<file path="src/rtl/hif_fir_sequencer.sv">
// hif_fir_sequencer: coefficient-ROM address sequencer and MAC for the HF sample queue.
// Define FIR_SAT_EN to saturate the scaled output instead of wrapping it.
module hif_fir_sequencer #(
  parameter int NUM_TAPS = 1021,
  parameter int ADDR_W   = 10
) (
  input  logic              clk,
  input  logic              rst_n,
  input  logic              sequencing,
  input  logic [15:0]       smpl_in,
  input  logic [15:0]       coeff,
  output logic [ADDR_W-1:0] coeff_addr,
  output logic [15:0]       smpl_out,
  output logic              smpl_vld
);
  localparam int ACC_W = 42;
  localparam int CNT_W = ADDR_W + 1;
  localparam logic [CNT_W-1:0]  TAPS_C = CNT_W'(NUM_TAPS);
  localparam logic [CNT_W-1:0]  LAST_C = CNT_W'(NUM_TAPS - 1);
  localparam logic [ADDR_W-1:0] LAST_A = ADDR_W'(NUM_TAPS - 1);

  typedef enum logic [1:0] {IDLE, ACCUM, DRAIN, OUT} state_t;

  state_t                  state_q, state_d;
  logic [CNT_W-1:0]        tap_cnt;
  logic                    accept;
  logic                    vld_p0;
  logic signed [31:0]      prod_p0;
  logic signed [ACC_W-1:0] acc_p1, acc_d;

  // Drop the Q1.15 coefficient gain; optionally clamp when the sum leaves 16 bits.
  function automatic logic [15:0] scale(input logic signed [ACC_W-1:0] a);
    logic [15:0] r;
    r = a[30:15];
`ifdef FIR_SAT_EN
    if (a[ACC_W-1:30] != {(ACC_W-30){a[ACC_W-1]}})
      r = a[ACC_W-1] ? 16'h8000 : 16'h7FFF;
`endif
    return r;
  endfunction

  always_comb begin
    state_d = state_q;
    case (state_q)
      IDLE:    if (sequencing) state_d = ACCUM;
      ACCUM:   if (!sequencing) state_d = DRAIN;
      DRAIN:   state_d = OUT;
      OUT:     state_d = IDLE;
      default: state_d = IDLE;
    endcase
  end

  always_ff @(posedge clk or negedge rst_n) begin
    if (!rst_n) state_q <= IDLE;
    else        state_q <= state_d;
  end

  // Taps beyond NUM_TAPS are neither addressed nor accumulated.
  always_comb begin
    accept  = sequencing && (state_q == IDLE || state_q == ACCUM) && (tap_cnt < TAPS_C);
    prod_p0 = $signed({{16{smpl_in[15]}}, smpl_in}) * $signed({{16{coeff[15]}}, coeff});
    acc_d   = acc_p1;
    if (state_q == IDLE)
      acc_d = '0;
    else if (vld_p0)
      acc_d = acc_p1 + {{(ACC_W-32){prod_p0[31]}}, prod_p0};
  end

  // p0: address issue / data return; p1: accumulate; output registered on DRAIN exit
  always_ff @(posedge clk or negedge rst_n) begin
    if (!rst_n) begin
      tap_cnt    <= '0;
      coeff_addr <= '0;
      vld_p0     <= 1'b0;
      acc_p1     <= '0;
      smpl_out   <= '0;
      smpl_vld   <= 1'b0;
    end else begin
      vld_p0   <= accept;
      acc_p1   <= acc_d;
      smpl_vld <= (state_q == DRAIN);
      if (state_q == DRAIN)
        smpl_out <= scale(acc_d);
      if (state_q == OUT) begin
        tap_cnt    <= '0;
        coeff_addr <= '0;
      end else if (accept) begin
        tap_cnt    <= tap_cnt + 1'b1;
        coeff_addr <= (tap_cnt < LAST_C) ? tap_cnt[ADDR_W-1:0] + 1'b1 : LAST_A;
      end
    end
  end
endmodule
</file>
<file path="config.mk">
export PLATFORM = sky130hd
export DESIGN_NAME = hif_fir_sequencer
export DESIGN_NICKNAME = d
export VERILOG_FILES = /design/src/rtl/hif_fir_sequencer.sv
export SDC_FILE = /design/constraint.sdc
export NUM_CORES = 1
export LEC_CHECK = 0
export CAP_MARGIN = 25
export CORE_ASPECT_RATIO = 1.1
export CORE_MARGIN = 2
export CORE_UTILIZATION = 58
export DETAILED_ROUTE_END_ITERATION = 10
export PLACE_DENSITY = 0.78
export SETUP_SLACK_MARGIN = 0.5
export SLEW_MARGIN = 20
export SYNTH_ARGS = -nofsm -noshare
export SYNTH_HDL_FRONTEND = slang
export SYNTH_SLANG_ARGS = --single-unit
</file>
<file path="constraint.sdc">
create_clock -name clk -period 2.9 [get_ports clk]
set_clock_uncertainty 0.1 [all_clocks]
set_input_delay 0.29 -clock clk [delete_from_list [all_inputs] [get_ports clk]]
set_output_delay 0.29 -clock clk [all_outputs]
set_load 0.01 [all_outputs]
</file>
==> metrics.cfg <==
[sta]
drv_slew = 0
worst_slack_ns = -4.976
fin_crit_sh_pct = 271.6
fmax_mhz = 127.0
relSlewSlack_pct = 36.87
holdWs_ns = -0.006238
period_needed_ns = 7.876
finalSetupViolCount = 43
rsz0062_at_grt = true
tns_ns = -168.87
timing.final.hold_violations = 1
worst_pin_slew_ns = 0.9470

[synth]
yosysSeqAreaShare_pct = 12.72
yosys-top-cells-count = inv_1, fa_1, nand2_1
synth_top_area_share_pct = 36.32
synth_top_cell_by_area = fa_1
synth_enable_flop_cells = 0
synth-main-ff-cell = dfrtp_1
synth_area_sq_um = 14170
ys.warnings.count = 0
netlist_top_cells_area = fa_1, dfrtp_1, ha_1
postSynth.asyncResetShare_pct = 100.0
syn_inst = 1549
synth.avg_cell_area_sq_um = 9.146
yosysMostFrequentCell = inv_1
synth_fp_nets = 1957
ys_ff_latch = 72
ys_types = 61

[clock_network]
cts_tree = built
cts-buffers-inserted = 9
ctsHoldBuffers = 0
clk_latency_ns = 0.34
cts_sinks = 72
clkTransAtPathRegs_ns = 0.07
htreeDepth = 3
ctsLongestPathBuffers = 2
cts_root_buf = clkbuf_16

[die]
dieWidth_microns = 153.0
num_io_pins = 62
die_h_microns = 167.9
core_sq_um = 24250
start_util_pct = 58.43
fp-row-count = 60
die-area_sq_um = 25690

[global_route]
grt_first_pass_wirelength_microns = 67450
grt.total_usage_pct = 32.38
antenna_found_initial = 0
grt-ovfl-total = 0
grt_max_degree = 73
first_global_vias = 13530

[worst_setup_path]
required_ns = 3.08
reg2reg_to = smpl_out[4]
cp-end-kind = register
worst_path_most_repeated_cell = fa_1
worstPathMaxFanout = 8
critPathLaunchType = input pin
crit_type = in -> reg
crit_arrival_ns = 8.06
crit-reg2reg-launch = acc_p1[1]
ff2ff_path_depth = 13
slowest_delay_ns = 0.56
critPathSlowestCell = fa_1
r2r_slack_ns = -0.66

[routing]
routed_wirelength_microns = 45070
vias = 12760
via_per_inst = 5.768
drc = 0
dr.pass1.iters = 7
wl_per_cell_microns = 20.37
drtIter0Drc = 853
ant_nets = 0

[job]
cap_violations = 0

[run_status]
outcome = finished, violations left
violations = hold timing, setup timing

[placement]
port_buffers = 61
gp_congestion = 0.8722
dp_hpwl_microns = 27820
dpl_cell_area_sq_um = 17510

[min_path]
hold_path_class = in -> async

[cells_and_area]
final_cell_area_sq_um = 19630
drive_gt1_share_pct = 34.23
fin_util_pct = 80.96
num_antenna_cells = 0
syn2layout_area_growth_pct = 38.58
nets = 2305

==> timing repair <==
action                                  CTS  global route
endpoints found under the setup margin   45            45
resized for setup                       249           118
pin swaps                               126            93
cloned                                    5             0
buffers inserted                         61            22
==> per-stage QoR <==
stage	hold slack [ns]	cells	worst slack [ns]
after CTS	0.02804	2190	-4.712
after detailed placement	0.3834	2108	-5.530
final	-0.006238	2212	-4.976
after floorplan	-0.1056	1549	-4.216
after global routing	0.07879	2212	-5.198
after global placement	0.3816	2108	-5.268
==> cell usage in the layout, fill, tap and decap left out, types with 13 or more instances in the layout <==
master	instances
nand2b_1	14
inv_2	42
xnor2_1	34
nor2_1	71
xor2_1	18
clkdlybuf4s50_1	28
fa_1	238
o21ai_2	13
mux2i_1	13
ha_4	46
dfrtp_1	72
and2_4	29
nand2_2	13
buf_6	65
nand2_1	145
a21oi_1	33
a21oi_2	24
and2_1	91
buf_4	252
inv_1	289
a21o_1	23
ha_1	69
fa_2	19
o21ai_0	14
==> logic make-up after synthesis <==
kind of cell	Yosys count	share of synthesized area [%]
adders and majority gates	373	46.56
buffers and inverters	381	10.12
muxes	27	2.049
DFF	72	12.72
AOI/OAI and AO/OA	194	9.485
and+or+nand+nor	432	14.74
xor gates and xnor gates	70	4.327
==> metal layers <==
| layer | share of wire [%] | vias to the layer above | global-route usage (%) |
|---|---|---|---|
| met4 | 6.5 | 0 | 11.51 |
| met3 | 6.3 | 261 | 3.655 |
| li1 | - | 5445 | - |
| met2 | 51 | 681 | 57.63 |
| met1 | 37 | 6371 | 41.18 |
| met5 | 0 | - | 0 |
==> layout make-up <==
type,instances,area (sq um)
multi-input cells,1096,12370
clock inverters,7,103.9
inverters,332,1249
clock buffers,9,225.2
fillers,1255,4616
flip-flops and latches,72,1802
well taps,310,387.9
repair buffers,386,3495
==> worst max path at each step <==
stage / startpoint / end / slack [ns] / depth (start not counted)
6_report: smpl_in[13] / smpl_out[15] / -4.98 / 35
5_1_grt: smpl_in[11] / smpl_out[15] / -5.20 / 37
4_1_cts: coeff[6] / smpl_out[15] / -4.71 / 33
3_5_place_dp: smpl_in[5] / smpl_out[15] / -5.53 / 33
3_3_place_gp: smpl_in[5] / smpl_out[15] / -5.27 / 35
2_1_floorplan: coeff[6] / smpl_out[15] / -4.22 / 32
==> worst max-delay path, delay by kind of cell <==
kind	cells	cell delay, ns
fa+ha+maj	8	3.59
compound gates	12	2.17
buf+inv	7	0.73
simple gates	4	0.64
xor+xnor	3	0.46
mux	1	0.16
==> sequential cells by signal, indices dropped and copies added, names as in the netlist <==
register	cells
acc_p1	31
smpl_out	16
tap_cnt	11
coeff_addr	10
state_q	2
smpl_vld	1
vld_p0	1
Power is left out: the tool's default activity adds up to more than one toggle a clock period on the data nets, which glitch-free logic cannot reach.
==> patch 1, RTL diff (same flow settings) <==
The 4 states of `state_t` get a one-hot encoding in 4 bits.
--- a/src/rtl/hif_fir_sequencer.sv
+++ b/src/rtl/hif_fir_sequencer.sv
@@ -20,5 +20,5 @@
   localparam logic [ADDR_W-1:0] LAST_A = ADDR_W'(NUM_TAPS - 1);
 
-  typedef enum logic [1:0] {IDLE, ACCUM, DRAIN, OUT} state_t;
+  typedef enum logic [3:0] {IDLE = 4'b0001, ACCUM = 4'b0010, DRAIN = 4'b0100, OUT = 4'b1000} state_t;
 
   state_t                  state_q, state_d;
Behaviour: no difference found for any inputs over 4 cycles, from zero or initial values and one cycle with rst_n low; so few cycles prove little.
==> patch 1 against the unedited design <==
  * The run ends with negative setup slack left
  * Sequential cell count increased by 2
  * Routed wire length fell by 2.2%
  * Final area decreased by 0.47%
  * Sequential share of layout area grew 0.31 points
  * Utilization fell by 0.38 points
  * Synthesized area is 0.34% higher
  * Worst setup slack got worse by 0.43 ns
Power is not shown: default switching activity piles up to over one toggle a cycle in this logic, so the estimate is an artifact.
==> patch 1: results (changes against the unedited design) <==
* Slew headroom at 58.3% (+21 points)
* Synth Warn # at 0 (unchanged)
* Yosys cell types at 51 (-16%)
* Worst skew pair latency at 0.34 ns (about the same)
* Critical path's largest stage delay at 0.56 ns (about the same)
* Reg2Reg Depth at 13 (unchanged)
* Clock root cell: clkbuf_16
* Outcome: finished with violations
* Nets at 2330 (+1.1%)
* Dpl cell area at 0.0175 sq mm (-0.25%)
* Setup violators final at 44 (+2.3%)
* Largest net degree at the start of global routing at 75 (+2.7%)
* Setup WS pre-CTS at -5.78 ns (-0.249 ns)
* Min-Delay Path Class: in2async
* Fraction of layout cells with a size suffix above 1 at 33.3% (-0.93 points)
* H-tree Lvls at 3 (unchanged)
* Final Wtd Congestion at 0.935 (+7.2%)
* Initial antenna violation count at 0 (unchanged)
* Initial DRC count at 819 (-4.0%)
* Reg2reg start: acc_p1[0]
* Drt wl/cell at 19.7 um (-3.4%)
* Arr. time, crit path at 8.47 ns (+0.41 ns)
* Global Route Usage Sum at 31.1% (-1.3 points)
* Registers with the most flip-flops: acc_p1 (31), smpl_out (16), tap_cnt (11)
* Max Buffers Root-to-Sink at 2 (unchanged)
* Pre-antenna DRT Iters at 5 (-2)
* TNS Setup at -183.72 ns (-14.85 ns)
* Number of global-route vias before repair at 13500 (+0.030%)
* First-pass GRT wire length at 64.9 mm (-3.8%)
* Failing checks: negative setup slack
* Critical path's slowest cell: fa_1
* Post-DP HPWL at 28.2 mm (+1.5%)
* Post-synth top cells: 331 x inv_1, 257 x fa_1, 173 x nand2_1
* Antenna cells at 0 (unchanged)
* Port bufs at 61 (unchanged)
* Final WS setup at -5.41 ns (-0.432 ns)
* Highest net fanout along the worst path at 6 (-2)
* DR vias at 12900 (+0.89%)
* Clk slew on worst S/H paths at 0.06 ns
* CP delay by family, top: adder cells
* CTS Buf Count at 9 (unchanged)
* Critical R2R Capture: smpl_out[7]
* Reg2Reg Setup Slack at -0.51 ns (+0.15 ns)
* Post-synthesis sequential area ratio at 13.0% (+0.32 points)
* Post-synthesis async set-or-reset flop share at 100% (unchanged)
* Ys flop type: dfrtp_1
* Top cells by area, synth: fa_1 36%, dfrtp_1 13%, ha_1 9.9%, inv_1 8.7%, and2_1 5.3%
* Synthesized net count at 1989 (+1.6%)
## patch 1: cell types whose count changed in the layout (fill, tap and decap cells not counted), moves of 6 or more
| cell | before | now |
|---|---|---|
| mux2_2 | 7 | 0 |
| nand2_1 | 145 | 156 |
| inv_2 | 42 | 48 |
| and3_1 | 2 | 11 |
| o31ai_1 | 1 | 8 |
| o21ai_0 | 14 | 34 |
| buf_4 | 252 | 241 |
| buf_6 | 65 | 72 |
| or2_2 | 0 | 6 |
| nor2_1 | 71 | 61 |
| buf_12 | 12 | 6 |
| nand3_1 | 9 | 27 |
## patch 1: kinds of logic (layout without fill, tap and decap cells)
logic type               after synthesis  after routing  share of synthesized area (%)
AO/OA/AOI/OAI                        200            200                           8.82
XOR/XNOR                              66             66                           4.07
adder cells (fa/ha/maj)              369            369                           46.1
buffers and inverters                382            728                           10.1
flip-flops                            74             74                           13.0
multiplexers                          25             25                           1.86
AND/OR/NAND/NOR                      469            469                           16.1
## patch 1: worst max-delay path by stage
stage | cells after the start | endpoint | start
final | 38 | smpl_out[15] | coeff[6]
after global routing | 37 | smpl_out[15] | coeff[6]
after CTS | 35 | smpl_out[15] | coeff[6]
after detailed placement | 34 | smpl_out[15] | coeff[5]
after global placement | 30 | smpl_out[15] | smpl_in[8]
after floorplan | 34 | smpl_out[15] | coeff[6]
## patch 1: layout make-up
cell class              count  area, sq um
clock buffers              10          229
multi-input cells        1129        12400
fillers                  1280         4710
well taps                 310          388
clock inverters             6         65.1
repair buffers            380         3380
flip-flops and latches     74         1850
inverters                 332         1250
## patch 1: what timing repair did
action	4_1_cts	5_1_grt
buffers inserted	51	29
gates cloned	1	0
pin swaps	135	160
gates resized for setup	227	154
endpoints found under the setup margin	45	49
hold endpoints to repair	0	17
hold buffers	0	1
## patch 1: layer usage
metal | GRT usage [%] | vias up | routed length, um
li1 | - | 5579 | -
met1 | 40.0 | 6444 | 16700
met2 | 54.4 | 624 | 22400
met3 | 3.29 | 224 | 2560
met4 | 11.6 | 0 | 2470
met5 | 0 | - | 0
## patch 1: per-stage QoR
stage                     std cells  hold slack (ns)
final                          2241            0.260
after global routing           2241            0.278
after CTS                      2210           0.0337
after detailed placement       2142            0.375
after global placement         2142            0.369
after floorplan                1585           -0.106
## patch 1: worst reg2reg max path, cell delays in order, from the launching register on
cell and delay, ns:
dfrtp_1 0.38, ha_1 0.22, inv_1 0.08, fa_1 0.19
nor2b_2 0.06, o31a_1 0.29, o211a_4 0.28, a211o_1 0.29
or3_4 0.42, a31oi_4 0.18, o21ai_2 0.10, xor2_1 0.16
mux2_4 0.29, mux2_4 0.26
==> patch 2, RTL diff (same settings) <==
Made on the original files. The localparam `ACC_W` goes from 42 to 46.
--- a/src/rtl/hif_fir_sequencer.sv
+++ b/src/rtl/hif_fir_sequencer.sv
@@ -14,5 +14,5 @@
   output logic              smpl_vld
 );
-  localparam int ACC_W = 42;
+  localparam int ACC_W = 46;
   localparam int CNT_W = ADDR_W + 1;
   localparam logic [CNT_W-1:0]  TAPS_C = CNT_W'(NUM_TAPS);
Function: same outputs for any inputs over 4 cycles, from zero or initial values and one cycle with rst_n low; that may be too few to reach the edited logic, so the function may still have changed.
==> patch 2 against the unedited design <==
  * The run ends with negative setup slack left
  * Non-clock buffer count is 4 lower
  * Sequential cell count stayed put
  * Final area shrank 1.2%
  * Register-to-register slack better by 0.33 ns
  * Synthesized area about the same
  * Worst setup slack better by 0.19 ns
  * Routed wire length shrank 4.4%
Power is not shown: default switching activity piles up to over one toggle a cycle in this logic, so the estimate is an artifact.
==> patch 2: results (changes against the unedited design) <==
* DR vias at 12600 (-1.4%)
* Final Wtd Congestion at 0.935 (+7.2%)
* Pre-antenna DRT Iters at 6 (-1)
* Outcome: finished with violations
* Critical path's largest stage delay at 0.56 ns (about the same)
* Yosys cell types at 58 (-4.9%)
* Highest net fanout along the worst path at 5 (-3)
* Global Route Usage Sum at 32.3% (-0.12 points)
* First-pass GRT wire length at 66.9 mm (-0.82%)
* Area growth, synth to finish at 36.9%
* Post-synth top cells: 332 x inv_1, 257 x fa_1, 161 x nand2_1
* Registers with the most flip-flops: acc_p1 (31), smpl_out (16), tap_cnt (11)
* Drt wl/cell at 19.5 um (-4.2%)
* Initial antenna violation count at 0 (unchanged)
* # hold bufs at CTS at 0 (unchanged)
* Final WS setup at -4.79 ns (+0.188 ns)
* Synth Warn # at 0 (unchanged)
* Max Buffers Root-to-Sink at 2 (unchanged)
* CTS Buf Count at 9 (unchanged)
* Post-synthesis sequential area ratio at 12.7% (about the same)
* Failing checks: negative setup slack
* Port bufs at 61 (unchanged)
* Largest net degree at the start of global routing at 73 (unchanged)
* Worst-margin pin slew at 0.916 ns (-0.0307 ns)
* Synthesized net count at 1958 (+0.051%)
* Antenna cells at 0 (unchanged)
* Top cells by area, synth: fa_1 36%, dfrtp_1 13%, ha_1 10%, inv_1 8.8%, and2_1 5.2%
* Initial DRC count at 856 (+0.35%)
* Post-DP HPWL at 28.5 mm (+2.5%)
* Worst skew pair latency at 0.34 ns (about the same)
* Ys flop type: dfrtp_1
* H-tree Lvls at 3 (unchanged)
* Fraction of layout cells with a size suffix above 1 at 32.3% (-1.9 points)
* Nets at 2300 (-0.22%)
* Critical path's slowest cell: fa_1
* Fill cells at 1327 (+5.7%)
* Clock root cell: clkbuf_16
* Setup violators final at 43 (unchanged)
* Post-synthesis async set-or-reset flop share at 100% (unchanged)
* Clk slew on worst S/H paths at 0.06 ns
* Min-Delay Path Class: in2async
## patch 2: cell count changes after synthesis, moves of 4 or more
cell / unedited run / this run
nor2b_1: 10 / 5
a311oi_1: 5 / 9
a21oi_1: 61 / 46
xor2_1: 20 / 24
mux2i_1: 14 / 20
o21ai_0: 35 / 28
a31oi_1: 4 / 8
o21a_1: 10 / 14
## patch 2: path summary, 6_finish.rpt
| check | start | to | slack [ns] | cells after the start |
|---|---|---|---|---|
| worst min register to register | coeff_addr[9] | coeff_addr[9] | 0.40 | 1 |
| worst max-delay path | coeff[2] | smpl_out[13] | -4.79 | 32 |
| max in group asynchronous | rst_n | tap_cnt[3] | 2.02 | 2 |
| worst min-delay path | rst_n | tap_cnt[6] | 0.07 | 2 |
| worst max register to register | acc_p1[1] | smpl_out[4] | -0.33 | 12 |
| min in group clk | coeff_addr[9] | coeff_addr[9] | 0.40 | 1 |
## patch 2: layer usage
metal | track usage (%) | wire length, um | vias up | share of wire, %
met2 | 55.8 | 22000 | 571 | 51
met5 | 0 | 0 | - | 0
met4 | 14.2 | 2640 | 0 | 6.1
met1 | 40.6 | 16000 | 6312 | 37
met3 | 4.53 | 2490 | 231 | 5.8
li1 | - | - | 5471 | -
## patch 2: kinds of logic after synthesis
| kind of cell | after synthesis | share of synthesized area (%) |
|---|---|---|
| and+or+nand+nor | 425 | 14.4 |
| xor gates and xnor gates | 73 | 4.51 |
| adders and majority gates | 373 | 46.6 |
| AOI/OAI and AO/OA | 191 | 9.31 |
| DFF | 72 | 12.7 |
| buffers and inverters | 385 | 10.2 |
| muxes | 31 | 2.29 |
## patch 2: final cells by class
type                    count  area share [%]
repair buffers            382            17.5
flip-flops and latches     72            9.29
repair inverters            1          0.0387
multi-input cells        1093            63.2
inverters                 333            6.47
clock inverters             5           0.193
well taps                 310            2.00
clock buffers              11            1.30
## patch 2: repair_timing
| action | CTS | global route |
|---|---|---|
| cloned | 10 | 0 |
| setup endpoints to repair | 52 | 59 |
| resized for setup | 249 | 132 |
| setup buffers | 40 | 25 |
| pin swaps | 105 | 100 |
## patch 2: stage by stage
step	hold WS, ns	std cells	cell area (sq um)	TNS (ns)	setup slack [ns]
final	0.0650	2207	19400	-161.21	-4.79
after global routing	0.153	2207	19400	-169.30	-5.02
after CTS	0.102	2182	18700	-152.51	-4.41
after detailed placement	0.388	2116	17500	-185.17	-5.14
after global placement	0.378	2116	17500	-180.79	-5.01
after floorplan	-0.106	1550	15000	-137.28	-4.24
## patch 2: critical path: cells and delay by family
kind            cells  cell delay (ns)
simple gates        3             0.62
buf+inv             7             0.55
compound gates     13             2.53
fa+ha+maj           8             3.65
xor+xnor            1             0.16
